### src/rtl/seg7_pkg.sv
// seg7_pkg: shared types, the 7-segment pattern table and decode helpers
// for the segment-bus reader (and the matching display encoder).
package seg7_pkg;

  // Step class of an accepted digit relative to the previous one.
  typedef enum logic [1:0] {
    DIR_HOLD = 2'b00,
    DIR_UP   = 2'b01,
    DIR_DOWN = 2'b10,
    DIR_JUMP = 2'b11
  } dir_t;

  // Reader FSM states.
  typedef enum logic [1:0] {
    IDLE   = 2'd0,
    SETTLE = 2'd1,
    LOCKED = 2'd2
  } state_t;

  // Segment patterns for hex digits 0..F; index = nibble, bit0=a .. bit6=g.
  localparam logic [15:0][6:0] SEG7_PATTERNS = {
    7'h71, 7'h79, 7'h5E, 7'h39, 7'h7C, 7'h77, 7'h6F, 7'h7F,
    7'h07, 7'h7D, 7'h6D, 7'h66, 7'h4F, 7'h5B, 7'h06, 7'h3F
  };

  // Returns {is_valid, nibble}; nibble is 0 when the pattern is not a hex digit.
  function automatic logic [4:0] seg7_decode(input logic [6:0] pat);
    logic [4:0] res;
    res = 5'h00;
    for (int i = 0; i < 16; i++) begin
      if (pat == SEG7_PATTERNS[i]) res = {1'b1, 4'(i)};
    end
    return res;
  endfunction

  // Classifies (cur - prev) mod 16: +1 up, -1 down, 0 hold, anything else jump.
  function automatic dir_t seg7_step(input logic [3:0] prev, input logic [3:0] cur);
    logic [3:0] diff;
    dir_t       res;
    diff = cur - prev;
    case (diff)
      4'd0:    res = DIR_HOLD;
      4'd1:    res = DIR_UP;
      4'd15:   res = DIR_DOWN;
      default: res = DIR_JUMP;
    endcase
    return res;
  endfunction

endpackage

### src/rtl/seg7_stabilizer.sv
// seg7_stabilizer: input register, change detect and stability counter.
// 'change' is high on any edge where the bus differs from the last sample
// (that edge captures the new pattern); 'stable' strobes for one cycle on the
// edge where the captured pattern has been seen STABLE_CYCLES more times.
// Build option SEG7_ACTIVE_LOW_EN: store the inverted bus (common-anode display).
module seg7_stabilizer
  import seg7_pkg::*;
#(
  parameter int STABLE_CYCLES = 3
) (
  input  logic       clk_2,
  input  logic       reset_n,
  input  logic [7:0] seg_in,
  output logic       change,
  output logic       stable,
  output logic [6:0] pattern
);

  localparam int CNT_W = (STABLE_CYCLES < 1) ? 1 : $clog2(STABLE_CYCLES + 1);

  logic [6:0]       sample;
  logic [6:0]       seg_q;
  logic [CNT_W-1:0] stab_cnt;
  logic             settling;
  logic             unused_dp;

  // Decimal point never participates in decoding.
  assign unused_dp = seg_in[7];

`ifdef SEG7_ACTIVE_LOW_EN
  assign sample = ~seg_in[6:0];
`else
  assign sample = seg_in[6:0];
`endif

  // Combinational strobes: the consumer registers its outputs on the same
  // edge, so an accepted pattern shows up one cycle after that edge.
  assign change  = (sample != seg_q);
  assign stable  = settling && !change && (stab_cnt == CNT_W'(STABLE_CYCLES - 1));
  assign pattern = seg_q;

  // Sample register, stability counter and settle-in-progress flag.
  always_ff @(posedge clk_2 or negedge reset_n) begin
    if (!reset_n) begin
      seg_q    <= 7'h00;
      stab_cnt <= '0;
      settling <= 1'b0;
    end else begin
      seg_q <= sample;
      if (change) begin
        stab_cnt <= '0;
        settling <= 1'b1;
      end else if (settling) begin
        stab_cnt <= stab_cnt + CNT_W'(1);
        if (stable) settling <= 1'b0;
      end
    end
  end

endmodule

### src/rtl/seg7_reader.sv
// seg7_reader: receiving end of the 7-segment display bus. Waits for each
// pattern to settle, decodes it to a hex nibble, keeps a digit history,
// classifies each step and counts invalid patterns (saturating).
// Build option SEG7_ACTIVE_LOW_EN (handled in seg7_stabilizer).
//
// Handshake: valid and invalid_pattern are single-cycle strobes with no
// backpressure; digit/dir/history are stable from the cycle valid is high
// until the next valid.
module seg7_reader
  import seg7_pkg::*;
#(
  parameter int STABLE_CYCLES = 3,
  parameter int HIST_DEPTH    = 4,
  parameter int NBITS_ERR     = 8
) (
  input  logic                    clk_2,
  input  logic                    reset_n,
  input  logic [7:0]              seg_in,
  output logic                    valid,
  output logic [3:0]              digit,
  output logic [1:0]              dir,
  output logic [4*HIST_DEPTH-1:0] history,
  output logic                    invalid_pattern,
  output logic [NBITS_ERR-1:0]    err_count,
  output logic [1:0]              state_dbg
);

  localparam logic [1:0] S_IDLE   = IDLE;
  localparam logic [1:0] S_SETTLE = SETTLE;
  localparam logic [1:0] S_LOCKED = LOCKED;

  logic                    stab_change;
  logic                    stab_strobe;
  logic [6:0]              stab_pattern;
  logic [1:0]              state;
  logic [6:0]              locked_pat;
  logic                    have_locked;
  logic                    have_prev;
  logic [4:0]              dec;
  logic                    accept;
  logic [4*HIST_DEPTH-1:0] hist_next;

  seg7_stabilizer #(
    .STABLE_CYCLES(STABLE_CYCLES)
  ) u_stab (
    .clk_2  (clk_2),
    .reset_n(reset_n),
    .seg_in (seg_in),
    .change (stab_change),
    .stable (stab_strobe),
    .pattern(stab_pattern)
  );

  assign dec       = seg7_decode(stab_pattern);
  // A settled pattern equal to the one already locked is a return, not news.
  assign accept    = (state == S_SETTLE) && stab_strobe &&
                     (!have_locked || (stab_pattern != locked_pat));
  assign state_dbg = state;

  if (HIST_DEPTH > 1) begin : g_hist_shift
    assign hist_next = {history[4*HIST_DEPTH-5:0], dec[3:0]};
  end else begin : g_hist_single
    assign hist_next = dec[3:0];
  end

  // FSM: any change restarts settling; a completed settle returns to LOCKED.
  always_ff @(posedge clk_2 or negedge reset_n) begin
    if (!reset_n) begin
      state <= S_IDLE;
    end else if (stab_change) begin
      state <= S_SETTLE;
    end else if ((state == S_SETTLE) && stab_strobe) begin
      state <= S_LOCKED;
    end
  end

  // Accept path: locked pattern, decoded outputs, history and error counter.
  always_ff @(posedge clk_2 or negedge reset_n) begin
    if (!reset_n) begin
      valid           <= 1'b0;
      invalid_pattern <= 1'b0;
      digit           <= 4'h0;
      dir             <= DIR_HOLD;
      history         <= '0;
      err_count       <= '0;
      locked_pat      <= 7'h00;
      have_locked     <= 1'b0;
      have_prev       <= 1'b0;
    end else begin
      valid           <= 1'b0;
      invalid_pattern <= 1'b0;
      if (accept) begin
        locked_pat  <= stab_pattern;
        have_locked <= 1'b1;
        if (dec[4]) begin
          valid     <= 1'b1;
          digit     <= dec[3:0];
          dir       <= have_prev ? seg7_step(digit, dec[3:0]) : DIR_HOLD;
          history   <= hist_next;
          have_prev <= 1'b1;
        end else begin
          invalid_pattern <= 1'b1;
          if (err_count != '1) err_count <= err_count + NBITS_ERR'(1);
        end
      end
    end
  end

endmodule

### config.mk
export PLATFORM = sky130hd
export DESIGN_NAME = seg7_reader
export DESIGN_NICKNAME = d
export VERILOG_FILES = /design/src/rtl/seg7_pkg.sv /design/src/rtl/seg7_stabilizer.sv /design/src/rtl/seg7_reader.sv
export SDC_FILE = /design/constraint.sdc
export NUM_CORES = 1
export LEC_CHECK = 0
export BUFFER_PORTS_ARGS = -buffer_cell sky130_fd_sc_hd__buf_2
export CORE_ASPECT_RATIO = 0.8
export CORE_MARGIN = 4
export CORE_UTILIZATION = 55
export CTS_BUF_LIST = sky130_fd_sc_hd__clkbuf_2 sky130_fd_sc_hd__clkbuf_4 sky130_fd_sc_hd__clkbuf_8
export CTS_CLUSTER_SIZE = 28
export DETAILED_ROUTE_END_ITERATION = 16
export GPL_TIMING_DRIVEN = 0
export PLACE_DENSITY = 0.78
export SETUP_SLACK_MARGIN = 0.05
export SYNTH_ARGS = -nofsm -noshare
export SYNTH_HDL_FRONTEND = slang
export SYNTH_SLANG_ARGS = --single-unit
### constraint.sdc
create_clock -name clk_2 -period 3.36 [get_ports clk_2]
set_input_delay 0.84 -clock clk_2 [delete_from_list [all_inputs] [get_ports clk_2]]
set_output_delay 0.84 -clock clk_2 [all_outputs]
set_load 0.01 [all_outputs]
; ---- Word-level counts from Yosys, hierarchy flattened
; Cells that the tools add are included.
[op_classes]
add_sub_neg = 3
n_mul = 0
div = 0
order_cmp = 0
eq_ne = 23
n_shift = 0
n_mux = 29
n_bitwise = 1
reduce_logical = 12
[ops]
columns = operator, count
row1 = $eq 7x7->1 const B, 12
row2 = $mux 5, 16
row3 = $eq 7x3->1 const B, 2
row4 = $eq 7x6->1 const B, 2
row5 = $ne 7x7->1, 2
row6 = $mux 2, 5
row7 = $add 8x1->8 const B, 1
row8 = $ne 8x8->1 const B, 1
row9 = $mux 1, 7
row10 = $pmux 2 s3, 1
row11 = $eq 4x1->1 const B, 1
row12 = $eq 4x4->1 const B, 1
row13 = $logic_and 1x1->1, 4
row14 = $logic_not 4->1, 1
row15 = $reduce_bool 2->1, 2
row16 = $sub 4x4->4, 1
row17 = $reduce_and 3->1, 1
row18 = $add 2x1->2 const B, 1
row19 = $eq 2x1->1 const B, 1
row20 = $eq 2x2->1 const B, 1
row21 = $logic_not 1->1, 2
row22 = $reduce_and 2->1, 1
row23 = $logic_or 1x1->1, 1
row24 = $not 1->1, 1
[word_totals]
ff_bits = 53
latch_bits = 0
ram_bits = 0
mem_bits_ro = 0
input_bits = 10
memories = 0

; ---- Longest topological paths before layout
; Gate-level depths: netlist of the first run.
[logic_depth]
word_depth = 21
depth_mapped = 13
ltp_nobuf = 12

; ---- Modules after synthesis
; Synthesis of the first run repeated with hierarchy kept, for this count alone.
[hier_totals]
hier_cells = 225
hier_area_um2 = 2536.2
[by_module_without_submodules]
columns = mod, n_inst, cells_each, area_per_inst_um2
row1 = seg7_reader, 1, 194, 2132.0
row2 = seg7_stabilizer, 1, 31, 404.1

; ---- Least setup slack after synthesis of the first run
; No wires, ideal clock.
[synth_path]
kind = register to register
start = reg u_stab.seg_q[1] (netlist: u_stab.pattern[1])
end = reg dir[0]
arrival_ns = 2.954
required_ns = 3.240
path_slack_ns = 0.286
path_stages_with_launch = 12
n_path_buf = 0
period_less_slack_ns = 3.074
cell_sequence = dfrtp_1 nand2b_1 or4_1 o311a_1 nand2_1 ha_1 a21oi_1 o21ai_0 xnor2_1 a21oi_1 or4b_1 a31o_1
[synth_via]
elab_chain_cells = 20
[synth_rtl]
columns = element, line
row1 = "start, declared", seg7_stabilizer.sv:22  ; logic [6:0] seg_q;
row2 = "start signal, assigned", seg7_stabilizer.sv:49  ; seg_q <= sample;
row3 = $eq 7x3->1, seg7_pkg.sv:31  ; if (pat == SEG7_PATTERNS[i]) res = {1'b1, 4'(i)};
row4 = $mux 5 (14 in a row), seg7_pkg.sv:31
row5 = $mux 5 *, seg7_pkg.sv:31
row6 = named net dec[2], seg7_reader.sv:39  ; logic [4:0] dec;
row7 = $sub 4x4->4 *, seg7_pkg.sv:40  ; diff = cur - prev;
row8 = "$eq 4x4->1, or another cell as far along", seg7_pkg.sv:41  ; case (diff)
row9 = $pmux 2 s3 *, seg7_pkg.sv:41
row10 = $mux 2 *, seg7_reader.sv:98  ; dir <= have_prev ? seg7_step(digit, dec[3:0]) : DIR_HOLD;
row11 = "end signal, assigned", seg7_reader.sv:98
row12 = "end, declared", seg7_reader.sv:21  ; output logic [1:0] dir,
; Mark *: on every way through the listed nets, which the timed path passes. The rest lies on a longest branch.
; A chain may end at the register's enable or synchronous reset.

; ---- Final worst setup path of the first run
[layout_path]
start = reg u_stab.seg_q[4] (netlist: u_stab.pattern[4])
end = reg dir[0]
[layout_via]
elab_chain_cells = 20
[layout_rtl]
columns = element, line
row1 = $eq 7x3->1, seg7_pkg.sv:31
row2 = $mux 5 (15 in a row), seg7_pkg.sv:31
row3 = $sub 4x4->4, seg7_pkg.sv:40
row4 = "$eq 4x4->1, or another cell as far along", seg7_pkg.sv:41
row5 = $pmux 2 s3, seg7_pkg.sv:41
row6 = $mux 2, seg7_reader.sv:98
; Several ways; a longest one is shown, not always the timed one.

==> run summary, run 1 <==
The run gives 5990 um^2 as the floorplan die area. For this design the ratio of total power to cell area is 357 nW/um^2. The number of nets with antenna violations after detailed routing is 0. The run gives 1,911 as the via count of the first global-routing pass. TritonCTS built the clock tree.

The post-synthesis mux area share came out at 0.0989. In the routed layout, each cell is associated on average with a via count of 5.53. The tool flagged a number of max-cap violations equal to 0. Fraction of registers with async set or reset after synthesis: 1.00.

The die extent in y was 70.0 um; the worst hold slack after final layout was 0.493 ns. Number of H-tree branching levels: 2. During placement, the flow inserted port buffers numbering 42.

The final cycle utilization of the critical path is 0.949, and the TritonCTS buffer count is 5. The filler cells instantiated in the layout total 348. The xor/xnor cell area share of the yosys netlist is 0.0828, and the data arrival at the endpoint of the critical path is 3.39 ns. For the aggregate routed wire length, the log shows 5380 um. The number of antenna diodes in the final layout is 0.

The layout net count came out at 302. The slew at the pin closest to its max-slew limit works out to 1.06 ns. The flow ran to the end, and the final reports show no timing, DRC or antenna violations. Total of flip-flops plus latches after synthesis: 49.

Detailed placement finished with a half-perimeter wire length of 3790 um. At the worst endpoint, the required time is 3.56 ns. The total cell area at the placement stage was 2930 um^2; the register-to-register setup slack was 0.17 ns. For this run, the number of Yosys warnings is 0.

The sort of element at the end of the critical path is a register. The congestion estimate from routability-driven global placement came to 0.836. The average instance in the mapped netlist occupies 11.2 um^2.

The pre-antenna-repair detailed-routing pass consisted of 4 iterations. Counting flops with a built-in enable in the synthesized netlist gives 0. The count of final max-slew check failures was 0. The die is 85.5 um wide. Counting tap cells, the placed design contains a total of 338 instances.

Fraction of final layout cells sized beyond drive strength 1: 0.380. The hold violation total from the final report is 0. After clock tree synthesis, the clock-pin slew on the worst setup and hold paths is 0.10 ns. The gate count of the mapped netlist came out at 236. The worst-case headroom to the max-slew limit came out at 0.291.

Number of nets in the synthesized netlist: 252. The biggest cell delay along the critical path works out to 0.49 ns. The clock net in this run drives a total of 49 sinks.

The synthesized netlist occupies a cell area of 2640 um^2. The growth of design area from synthesis to finish is 17.9%, and the wire length of the first global-routing pass is 9100 um. The maximum vdd drop was 0.244 mV. The fraction of the mapped netlist area in simple logic gates came out at 0.177. The compound-cell area share of the yosys netlist was 0.0819; the maximum achievable frequency was 314 MHz. The cell type with the highest occurrence count on the critical path was sky130_fd_sc_hd__nor2_1.

After detailed routing, the average wire length per cell comes to 15.5 um. The startpoint kind of the worst setup timing path is a register. In this run the static leakage power is 1.58 nW.

The clock insertion delay at the later pin of the skew report is 0.30 ns, and the minimum clock period after layout is 3.19 ns. The residual DRC count is 0, and the number of placement rows is 22. The logs give 52 for the number of different library cells in the post-synthesis netlist and 4620 um^2 for the area inside the core boundary. The run gives 50 as the largest net degree at the start of global routing. The overall global routing resource usage was 0.188; the via total after detailed routing was 1,919.

The root buffer cell chosen for the clock tree is sky130_fd_sc_hd__clkbuf_8. On the final layout, the worst clock skew is 0.00955 ns. Summed over all layers, the global routing overflow is 0. Setup violations remaining at the end of the flow were counted as 0. The tools report the number of antenna violations at the first check in global routing as 0. The adder-cell share of the synthesized area is 0.0312, and the highest fanout seen on the critical path is 10. Combinational family with the most area after synthesis: simple AND/OR/NAND/NOR gates.

Traced cell by cell, the critical path runs through buf_6, or3_4, nor2_1, nor2_1, o22a_1, ha_1, fa_1, xor2_1, nand2_1, or4b_1, a31o_1. The logs give 135 for the DRC marker count from the first detailed-route iteration and 3120 um^2 for the total non-filler cell area in the finished layout. The clock passes through at most 2 buffers. The starting density of the core was 0.572. Setup repair after global routing left no endpoint under its margin.

After clock tree synthesis, the flow added hold-fix buffers numbering 0. The min-delay analysis places its worst path in the category reg2reg. The dominant register cell in the synthesized netlist was sky130_fd_sc_hd__dfrtp_1. The critical path's slowest cell was sky130_fd_sc_hd__or4b_1. The critical setup path kind was reg2reg. The completed layout was analyzed and its total power is 0.00111 W. Top-level port count: 44. Sequential share of the synthesized area: 0.464. The count of non-filler cells in the finished layout is 347.
synthesized netlist by cell type (all sizes together) (5+ instances only):
cell	count	area [um^2]
dfrtp	49	1230
mux2	21	251
buf	15	131
nor2	14	52.6
xor2	14	123
nand2	13	56.3
nand3	12	77.6
xnor2	11	96.3
a21oi	10	50.1
inv	10	40.0
nor3	9	45.0
ha	5	62.6
nand4	5	31.3
cell families (layout without fill, tap and decap cells):
family                   after synthesis  after routing
buffers and inverters                 25             76
multiplexers                          22             22
XOR/XNOR                              25             25
AO/OA/AOI/OAI                         30             30
flip-flops                            49             49
AND/OR/NAND/NOR                       79             79
adder cells (fa/ha/maj)                6              6
power by group:
part / internal (W) / switching (W)
clock network: 0.000223 / 0.000203
logic: 0.0000341 / 0.0000555
registers: 0.000594 / 0.00000511
total: 0.000851 / 0.000263
worst max-delay path: cells and delay by family, from the launching register on:
family,cells,cell delay (ns)
AOI/OAI and AO/OA,2,0.42
xor gates and xnor gates,1,0.26
adders and majority gates,2,0.64
buffers and inverters,1,0.17
DFF,1,0.44
and+or+nand+nor,5,1.16
layout make-up:
class,count,area [um^2],share of cell area
multi-input cells,162,1310,0.421
well taps,60,75.1,0.0241
repair buffers,43,218,0.0698
plain buffers,15,134,0.0429
clock inverters,3,43.8,0.0140
flip-flops and latches,49,1230,0.394
inverters,10,40.0,0.0128
clock buffers,5,68.8,0.0221
layout by cell type, fill, tap and decap left out, types with 5 or more instances in the layout:
master,n
sky130_fd_sc_hd__dfrtp_1,48
sky130_fd_sc_hd__buf_2,43
sky130_fd_sc_hd__mux2_2,17
sky130_fd_sc_hd__nor2_1,14
sky130_fd_sc_hd__xor2_1,13
sky130_fd_sc_hd__nand2_1,11
sky130_fd_sc_hd__buf_4,10
sky130_fd_sc_hd__xnor2_1,10
sky130_fd_sc_hd__nand3_1,10
sky130_fd_sc_hd__inv_1,9
sky130_fd_sc_hd__a21oi_1,9
sky130_fd_sc_hd__nor3_1,8
sky130_fd_sc_hd__nand4_1,5
sky130_fd_sc_hd__clkbuf_8,5
sequential cells by signal (all words and copies together), names as in the netlist:
register	flops
digit	3
dir	2
err_count	8
have_locked	1
have_prev	1
history	13
invalid_pattern	1
locked_pat	7
state_dbg	2
u_stab.pattern	7
u_stab.settling	1
u_stab.stab_cnt	2
valid	1
worst paths after layout:
kind                                              from                          end  depth (start not counted)
max reg2reg                u_stab.pattern[4]$_DFF_PN0_           dir[0]$_DFFE_PN0P_                         11
max                        u_stab.pattern[4]$_DFF_PN0_           dir[0]$_DFFE_PN0P_                         11
min reg2reg                    have_locked$_DFFE_PN0P_      have_locked$_DFFE_PN0P_                          1
max in group asynchronous                      reset_n  u_stab.pattern[2]$_DFF_PN0_                          1
min in group asynchronous                      reset_n      history[11]$_DFFE_PN0P_                          1
min                            have_locked$_DFFE_PN0P_      have_locked$_DFFE_PN0P_                          1
metal layers:
metal,part of all wire,global-route usage,vias up
li1,-,-,928
met4,0.013,0.0545,0
met3,0.051,0.0354,10
met1,0.47,0.273,931
met5,0,0,-
met2,0.47,0.286,50
per-stage QoR:
step / worst slack, ns / utilization / setup TNS (ns)
after floorplan: 0.286 / - / 0
after global placement: -0.0291 / 0.633 / -0.0291
after detailed placement: -0.0801 / 0.633 / -0.0801
after CTS: 0.109 / 0.661 / 0
after global routing: 0.0591 / 0.674 / 0
final: 0.173 / 0.674 / 0
repair_timing:
item,in CTS,in global routing
setup endpoints to repair,1,1
gates resized for setup,3,10
buffers inserted,0,1
pin swaps,1,3
Power figures use the tool's default switching activity.
==> run 2: changes to the inputs <==
--- a/config.mk
+++ b/config.mk
@@ -5,15 +5,15 @@
 export SDC_FILE = /design/constraint.sdc
 export NUM_CORES = 1
 export LEC_CHECK = 0
+export ABC_CLOCK_PERIOD_IN_PS = 3360
 export BUFFER_PORTS_ARGS = -buffer_cell sky130_fd_sc_hd__buf_2
 export CORE_ASPECT_RATIO = 0.8
 export CORE_MARGIN = 4
-export CORE_UTILIZATION = 55
+export CORE_UTILIZATION = 40
 export CTS_BUF_LIST = sky130_fd_sc_hd__clkbuf_2 sky130_fd_sc_hd__clkbuf_4 sky130_fd_sc_hd__clkbuf_8
 export CTS_CLUSTER_SIZE = 28
 export DETAILED_ROUTE_END_ITERATION = 16
 export GPL_TIMING_DRIVEN = 0
-export PLACE_DENSITY = 0.78
 export SETUP_SLACK_MARGIN = 0.05
 export SYNTH_ARGS = -nofsm -noshare
 export SYNTH_HDL_FRONTEND = slang
==> run summary, run 2 (synthesis results as in run 1) <==
The flow ran to the end, and the final reports show no timing, DRC or antenna violations. The total power per unit cell area was 338 nW/um^2. The commonest non-fill, non-tap cell in the layout was sky130_fd_sc_hd__dfrtp_1. Once placement completed, the tool counted placed cells totaling 362. For the number of antenna violations at the first check in global routing, the log shows 0. The slew at the pin closest to its max-slew limit came out at 1.09 ns.

The number of buffers added to fix hold violations after cts is 0, and the number of antenna repair diodes is 0. The starting density of the core is 0.413. The logs give 6410 um^2 for the area inside the core boundary and 0 for the residual DRC count. From bottom edge to top edge, the die measures 80.7 um. The minimum clock period after layout was 3.16 ns.

The register with the most flip-flops in the final layout is history. The maximum achievable frequency was 316 MHz; the setup slack at placement was -0.0636 ns. The worst setup path is captured at a register. The number of placement rows is 26. The count of endpoints failing setup in the final report is 0. The worst setup path is of the reg2reg kind. The fraction of final layout cells sized beyond drive strength 1 was 0.380; the first-pass iteration count of the detailed router was 4.

The tools report the DRC marker count from the first detailed-route iteration as 92. TritonCTS built the clock tree. For the total of max-cap violations, the log shows 0. The top-level port count is 44. Via density per instance: 5.05. The data arrival at the endpoint of the critical path was 3.35 ns. The count of nets left with antenna violations once routing finished came out at 0.

The count of final max-slew check failures came out at 0. Entering global routing, the biggest net connects 50 pins. The first global-routing pass estimated 9320 um of wire. The tools report the number of H-tree branching levels as 2.

The TritonCTS buffer count was 5. Walking the worst path, the cells encountered are buf_6, or3_4, nor3_4, o21ai_4, nand2_2, ha_1, a21oi_2, o21ai_2, xnor2_1, a21oi_1, or4b_1, a31o_1. The logs give 0.196 ns for the post-route worst setup slack and 3110 um^2 for the total non-filler cell area in the finished layout. Across all layers, the routed design uses 1,872 vias. For the remaining global-route overflow, the log shows 0. The die is 98.9 um wide. STA classifies the critical path startpoint as a register.

The die covers 7980 um^2. The worst register-to-register path has a setup slack of 0.20 ns. Placer's final routability congestion estimate: 0.801. The clock skew is 0.00352 ns, and the final cycle utilization of the critical path is 0.942. The via count of the first global-routing pass was 1,931; the required time of the worst setup path was 3.55 ns. The HPWL after detailed placement is 3830 um. Growth of design area from synthesis to finish: 17.6%.

Among cell families on the critical path, the largest total delay comes from simple AND/OR/NAND/NOR gates. On the worst path, the slowest cell contributes a delay of 0.53 ns. In the final layout, the registers with the most flip-flops are history x13, err_count x8.

Of all nets on the critical path, the largest fanout is 10. The number of port buffers is 42, and the overall global routing resource usage is 0.143. The run gives 2960 um^2 as the total cell area at the placement stage. The worst-case IR drop observed on VDD is 0.124 mV.

The register with the most flip-flops in the layout has 13 of them. The count of non-filler cells in the finished layout was 371. Summed over all layers, the routed wires come to 5260 um. The longest clock path from root to sink contains 2 buffers.

The tools report the worst-case headroom to the max-slew limit as 0.270. Path type of the worst min-delay path: reg2reg. The number of buffer and inverter instances along the worst setup path came out at 1.

Critical path's slowest cell: sky130_fd_sc_hd__or4b_1. Setup repair after global routing left no endpoint under its margin. The hold violation total from the final report was 0. The library cells used most frequently in the layout, excluding fill and tap cells, are 46 x sky130_fd_sc_hd__dfrtp_1, 44 x sky130_fd_sc_hd__buf_2, 17 x sky130_fd_sc_hd__mux2_2, 14 x sky130_fd_sc_hd__nor2_1, 14 x sky130_fd_sc_hd__xor2_1. Summed over all cells, the static leakage comes to 1.57 nW.

The layout net count was 302; the average detailed-routed wire length per instance was 14.2 um. The clock reaches the later pin of the worst-skew pair after 0.30 ns. After clock tree synthesis, the clock-pin slew on the worst setup and hold paths is 0.09 ns. The clock drives 49 sinks. The tree is rooted in a sky130_fd_sc_hd__clkbuf_8.
## run 2: path summary, 6_finish.rpt
kind	depth (start not counted)	startpoint	to
worst max register to register	12	u_stab.pattern[4]$_DFF_PN0_	dir[0]$_DFFE_PN0P_
worst min-delay path	1	have_locked$_DFFE_PN0P_	have_locked$_DFFE_PN0P_
max in group asynchronous	1	reset_n	u_stab.pattern[2]$_DFF_PN0_
worst min register to register	1	have_locked$_DFFE_PN0P_	have_locked$_DFFE_PN0P_
worst max-delay path	12	u_stab.pattern[4]$_DFF_PN0_	dir[0]$_DFFE_PN0P_
min in group asynchronous	1	reset_n	valid$_DFF_PN0_
## run 2: per-stage QoR
step           hold slack (ns)  utilization  TNS [ns]  total power [W]
6_report                 0.474        0.485         0          0.00105
4_1_cts                  0.480        0.477         0          0.00106
3_5_place_dp             0.452        0.462   -0.0636         0.000696
3_3_place_gp             0.459        0.462   -0.0663         0.000696
5_1_grt                  0.510        0.485         0          0.00110
2_1_floorplan            0.439            -         0         0.000666
## run 2: metal layers
layer	part of all wire	GRT usage
met5	0	0
met4	0.0051	0.0286
met3	0.031	0.0260
met2	0.46	0.232
met1	0.50	0.203
## run 2: repair_timing
item / CTS / global route
buffers inserted: 0 / 1
setup endpoints to repair: 1 / 1
gates resized for setup: 3 / 10
pin swaps: 0 / 3
## run 2: power by group
| part | internal [W] | leakage (nW) | switching [W] |
|---|---|---|---|
| registers | 0.000594 | 0.645 | 0.00000513 |
| clock network | 0.000164 | 0.0453 | 0.000198 |
| logic | 0.0000340 | 0.879 | 0.0000547 |
## run 2: area by class of cell
type,count,area [um^2]
clock inverters,1,7.51
well taps,84,105
repair buffers,43,218
flip-flops and latches,49,1230
multi-input cells,162,1290
fillers,618,3300
clock buffers,7,83.8
plain buffers,15,131
inverters,10,40.0
==> run 3: changes to the inputs <==
--- a/config.mk
+++ b/config.mk
@@ -8,7 +8,7 @@
 export ABC_CLOCK_PERIOD_IN_PS = 3360
 export BUFFER_PORTS_ARGS = -buffer_cell sky130_fd_sc_hd__buf_2
 export CORE_ASPECT_RATIO = 0.8
-export CORE_MARGIN = 4
+export CORE_MARGIN = 5
 export CORE_UTILIZATION = 40
 export CTS_BUF_LIST = sky130_fd_sc_hd__clkbuf_2 sky130_fd_sc_hd__clkbuf_4 sky130_fd_sc_hd__clkbuf_8
 export CTS_CLUSTER_SIZE = 28
==> run summary, run 3 (synthesis results as in run 1) <==
The highest fanout seen on the critical path is 6, and the die outline width is 101 um. The wire length of the first global-routing pass is 9270 um, and the number of port buffers is 42. The die covers 8350 um^2.

The fraction of power consumed by sequential logic was 0.530; the number of flip-flops under the largest register name was 13. Measured along the y axis, the die boundary spans 82.7 um. The run finished with clean final reports. The repair_antennas step left the layout with diodes totalling 0. The clock skew is 0.0106 ns, and the top-level port count is 44.

For the pin with the worst max-slew slack, the measured transition is 1.08 ns. The via total after detailed routing is 1,850. The logs give 4 for the first-pass iteration count of the detailed router and 0 for the residual DRC count. Max-cap violations in this run came to 0. The switching share of total power came out at 0.230. For the aggregate routed wire length, the log shows 5290 um.

The worst setup path is captured at a register. The run gives 0.140 as the overall global routing resource usage. The cell at the root of the clock tree is sky130_fd_sc_hd__clkbuf_8. For this design, the sink count on the clock tree is 49.

Worst-case headroom to the max-slew limit: 0.278. The critical setup path kind was reg2reg. The total internal power was 0.000871 W. Setup violations remaining at the end of the flow were counted as 0. The relative contribution of the clock network to total power came out at 0.392.

In this run the static leakage power is 1.58 nW. Starting density of the core: 0.413. The part of the power in combinational logic was 0.078; the final cycle utilization of the critical path was 0.929. The number of antenna violations at the first check in global routing is 0, and the count of final max-slew check failures is 0. At the later pin of the worst-skew pair, clock insertion delay measures 0.30 ns. Hold is met by 0.481 ns. The tools report the final design utilization as 0.490.

Setup repair after global routing left no endpoint under its margin. The run gives 2 as the number of H-tree branching levels. The largest registers in the layout are history x13, err_count x8. After detailed routing, the average wire length per cell comes to 14.2 um. Routability-driven placement finished with a final weighted congestion of 0.764. TritonCTS built the clock tree. The maximum achievable frequency was 320 MHz. In the layout the commonest cells are 46 x sky130_fd_sc_hd__dfrtp_1, 43 x sky130_fd_sc_hd__buf_2, 17 x sky130_fd_sc_hd__mux2_2, 14 x sky130_fd_sc_hd__nor2_1, 14 x sky130_fd_sc_hd__xor2_1. history holds more flip-flops than any other register. The via density per instance was 4.97; the growth of design area from synthesis to finish was 18.9%. The via count of the first global-routing pass is 1,883.

The routed design could run at a clock period as short as 3.12 ns. The clock passes through at most 2 buffers. The logs give 588 for the fill cell instance count of the final layout and 0 for the remaining global-route overflow. The switching component of the power is 0.000260 W.

Once routing completed, OpenROAD measured the worst setup slack at 0.239 ns. Entering global routing, the biggest net connects 50 pins. The startpoint kind of the worst setup timing path is a register.

DRC marker count from the first detailed-route iteration: 66. The commonest non-fill, non-tap cell in the layout was sky130_fd_sc_hd__dfrtp_1. The setup slack at placement is -0.0577 ns. For the total non-filler cell area in the finished layout, the log shows 3140 um^2. For the number of placement rows, the log shows 26. In this run the cell area measured after placement is 2960 um^2. For this design, the CTS-stage hold fixing added 0 buffers. At the worst endpoint, the arrival time is 3.31 ns. Placed wire-length estimate after detailed placement: 3800 um. The count of nets left with antenna violations once routing finished came out at 0.

For the hold violation total from the final report, the log shows 0. Total power for the finished layout comes to 0.00113 W. After floorplanning, the core was sized to cover 6410 um^2. After clock tree synthesis, the clock-pin slew on the worst setup and hold paths is 0.10 ns. IR analysis of the VDD net gives a maximum drop of 0.176 mV. For this design the ratio of total power to cell area is 360 nW/um^2. For the TritonCTS buffer count, the log shows 5. The fraction of final layout cells sized beyond drive strength 1 was 0.382; the layout net count was 303. At the worst endpoint, the required time is 3.55 ns. The path class of the tightest hold or removal check is reg2reg.
==> run 3: cell count changes in the layout (fill, tap and decap cells not counted), sizes merged <==
| cell | previous run | this run |
|---|---|---|
| bufinv | 0 | 1 |
==> run 3: repair_timing <==
item	in CTS	in global routing
setup endpoints to repair	1	1
setup buffers	0	2
resized for setup	4	8
pin swaps	1	1
==> run 3: power groups by stage <==
stage	Combinational (W)	Clock [W]	Sequential [W]
2_1_floorplan	0.0000561	0	0.000609
3_3_place_gp	0.0000852	0	0.000610
3_5_place_dp	0.0000856	0	0.000610
4_1_cts	0.0000873	0.000461	0.000599
5_1_grt	0.000100	0.000488	0.000600
6_report	0.0000884	0.000444	0.000599
==> run 3: final cells by class <==
class,count,area [um^2],area share
clock inverter,2,37.5,0.0119
tap,84,105,0.0334
multi-input combinational,162,1290,0.410
buffer,15,134,0.0426
inverter,10,40.0,0.0127
sequential,49,1230,0.391
clock buffer,6,82.6,0.0263
timing repair buffer,44,225,0.0717
==> run 3: critical path, cell delays in order (launching register included) <==
cell	delay, ns
sky130_fd_sc_hd__dfrtp_2	0.45
sky130_fd_sc_hd__nand2b_1	0.20
sky130_fd_sc_hd__or4_4	0.52
sky130_fd_sc_hd__o311a_4	0.18
sky130_fd_sc_hd__nand2_2	0.16
sky130_fd_sc_hd__ha_4	0.23
sky130_fd_sc_hd__a21oi_2	0.15
sky130_fd_sc_hd__o21ai_2	0.09
sky130_fd_sc_hd__xnor2_1	0.20
sky130_fd_sc_hd__a21oi_1	0.07
sky130_fd_sc_hd__or4b_1	0.53
sky130_fd_sc_hd__a31o_1	0.22
==> run 3: per-stage QoR <==
| step | instances | TNS, ns |
|---|---|---|
| finish | 372 | 0 |
| global route | 372 | 0 |
| CTS | 370 | 0 |
| detailed placement | 362 | -0.0577 |
| global placement | 362 | -0.0666 |
| floorplan | 236 | 0 |
==> run 3: path summary, 6_finish.rpt <==
kind | startpoint | endpoint | slack, ns | cells past startpoint
min reg2reg | have_locked$_DFFE_PN0P_ | have_locked$_DFFE_PN0P_ | 0.48 | 1
max reg2reg | u_stab.pattern[1]$_DFF_PN0_ | dir[0]$_DFFE_PN0P_ | 0.24 | 11
max in group asynchronous | reset_n | u_stab.pattern[2]$_DFF_PN0_ | 1.90 | 1
min | have_locked$_DFFE_PN0P_ | have_locked$_DFFE_PN0P_ | 0.48 | 1
max | u_stab.pattern[1]$_DFF_PN0_ | dir[0]$_DFFE_PN0P_ | 0.24 | 11
min in group asynchronous | reset_n | state_dbg[0]$_DFFE_PN0P_ | 0.74 | 1
==> run 3: per-layer routing <==
layer  GRT usage  wire length [um]  vias up
met3      0.0277               149        4
met4      0.0412                54        0
met1       0.204              2780      886
met5           0                 0        -
li1            -                 -      933
met2       0.211              2310       27
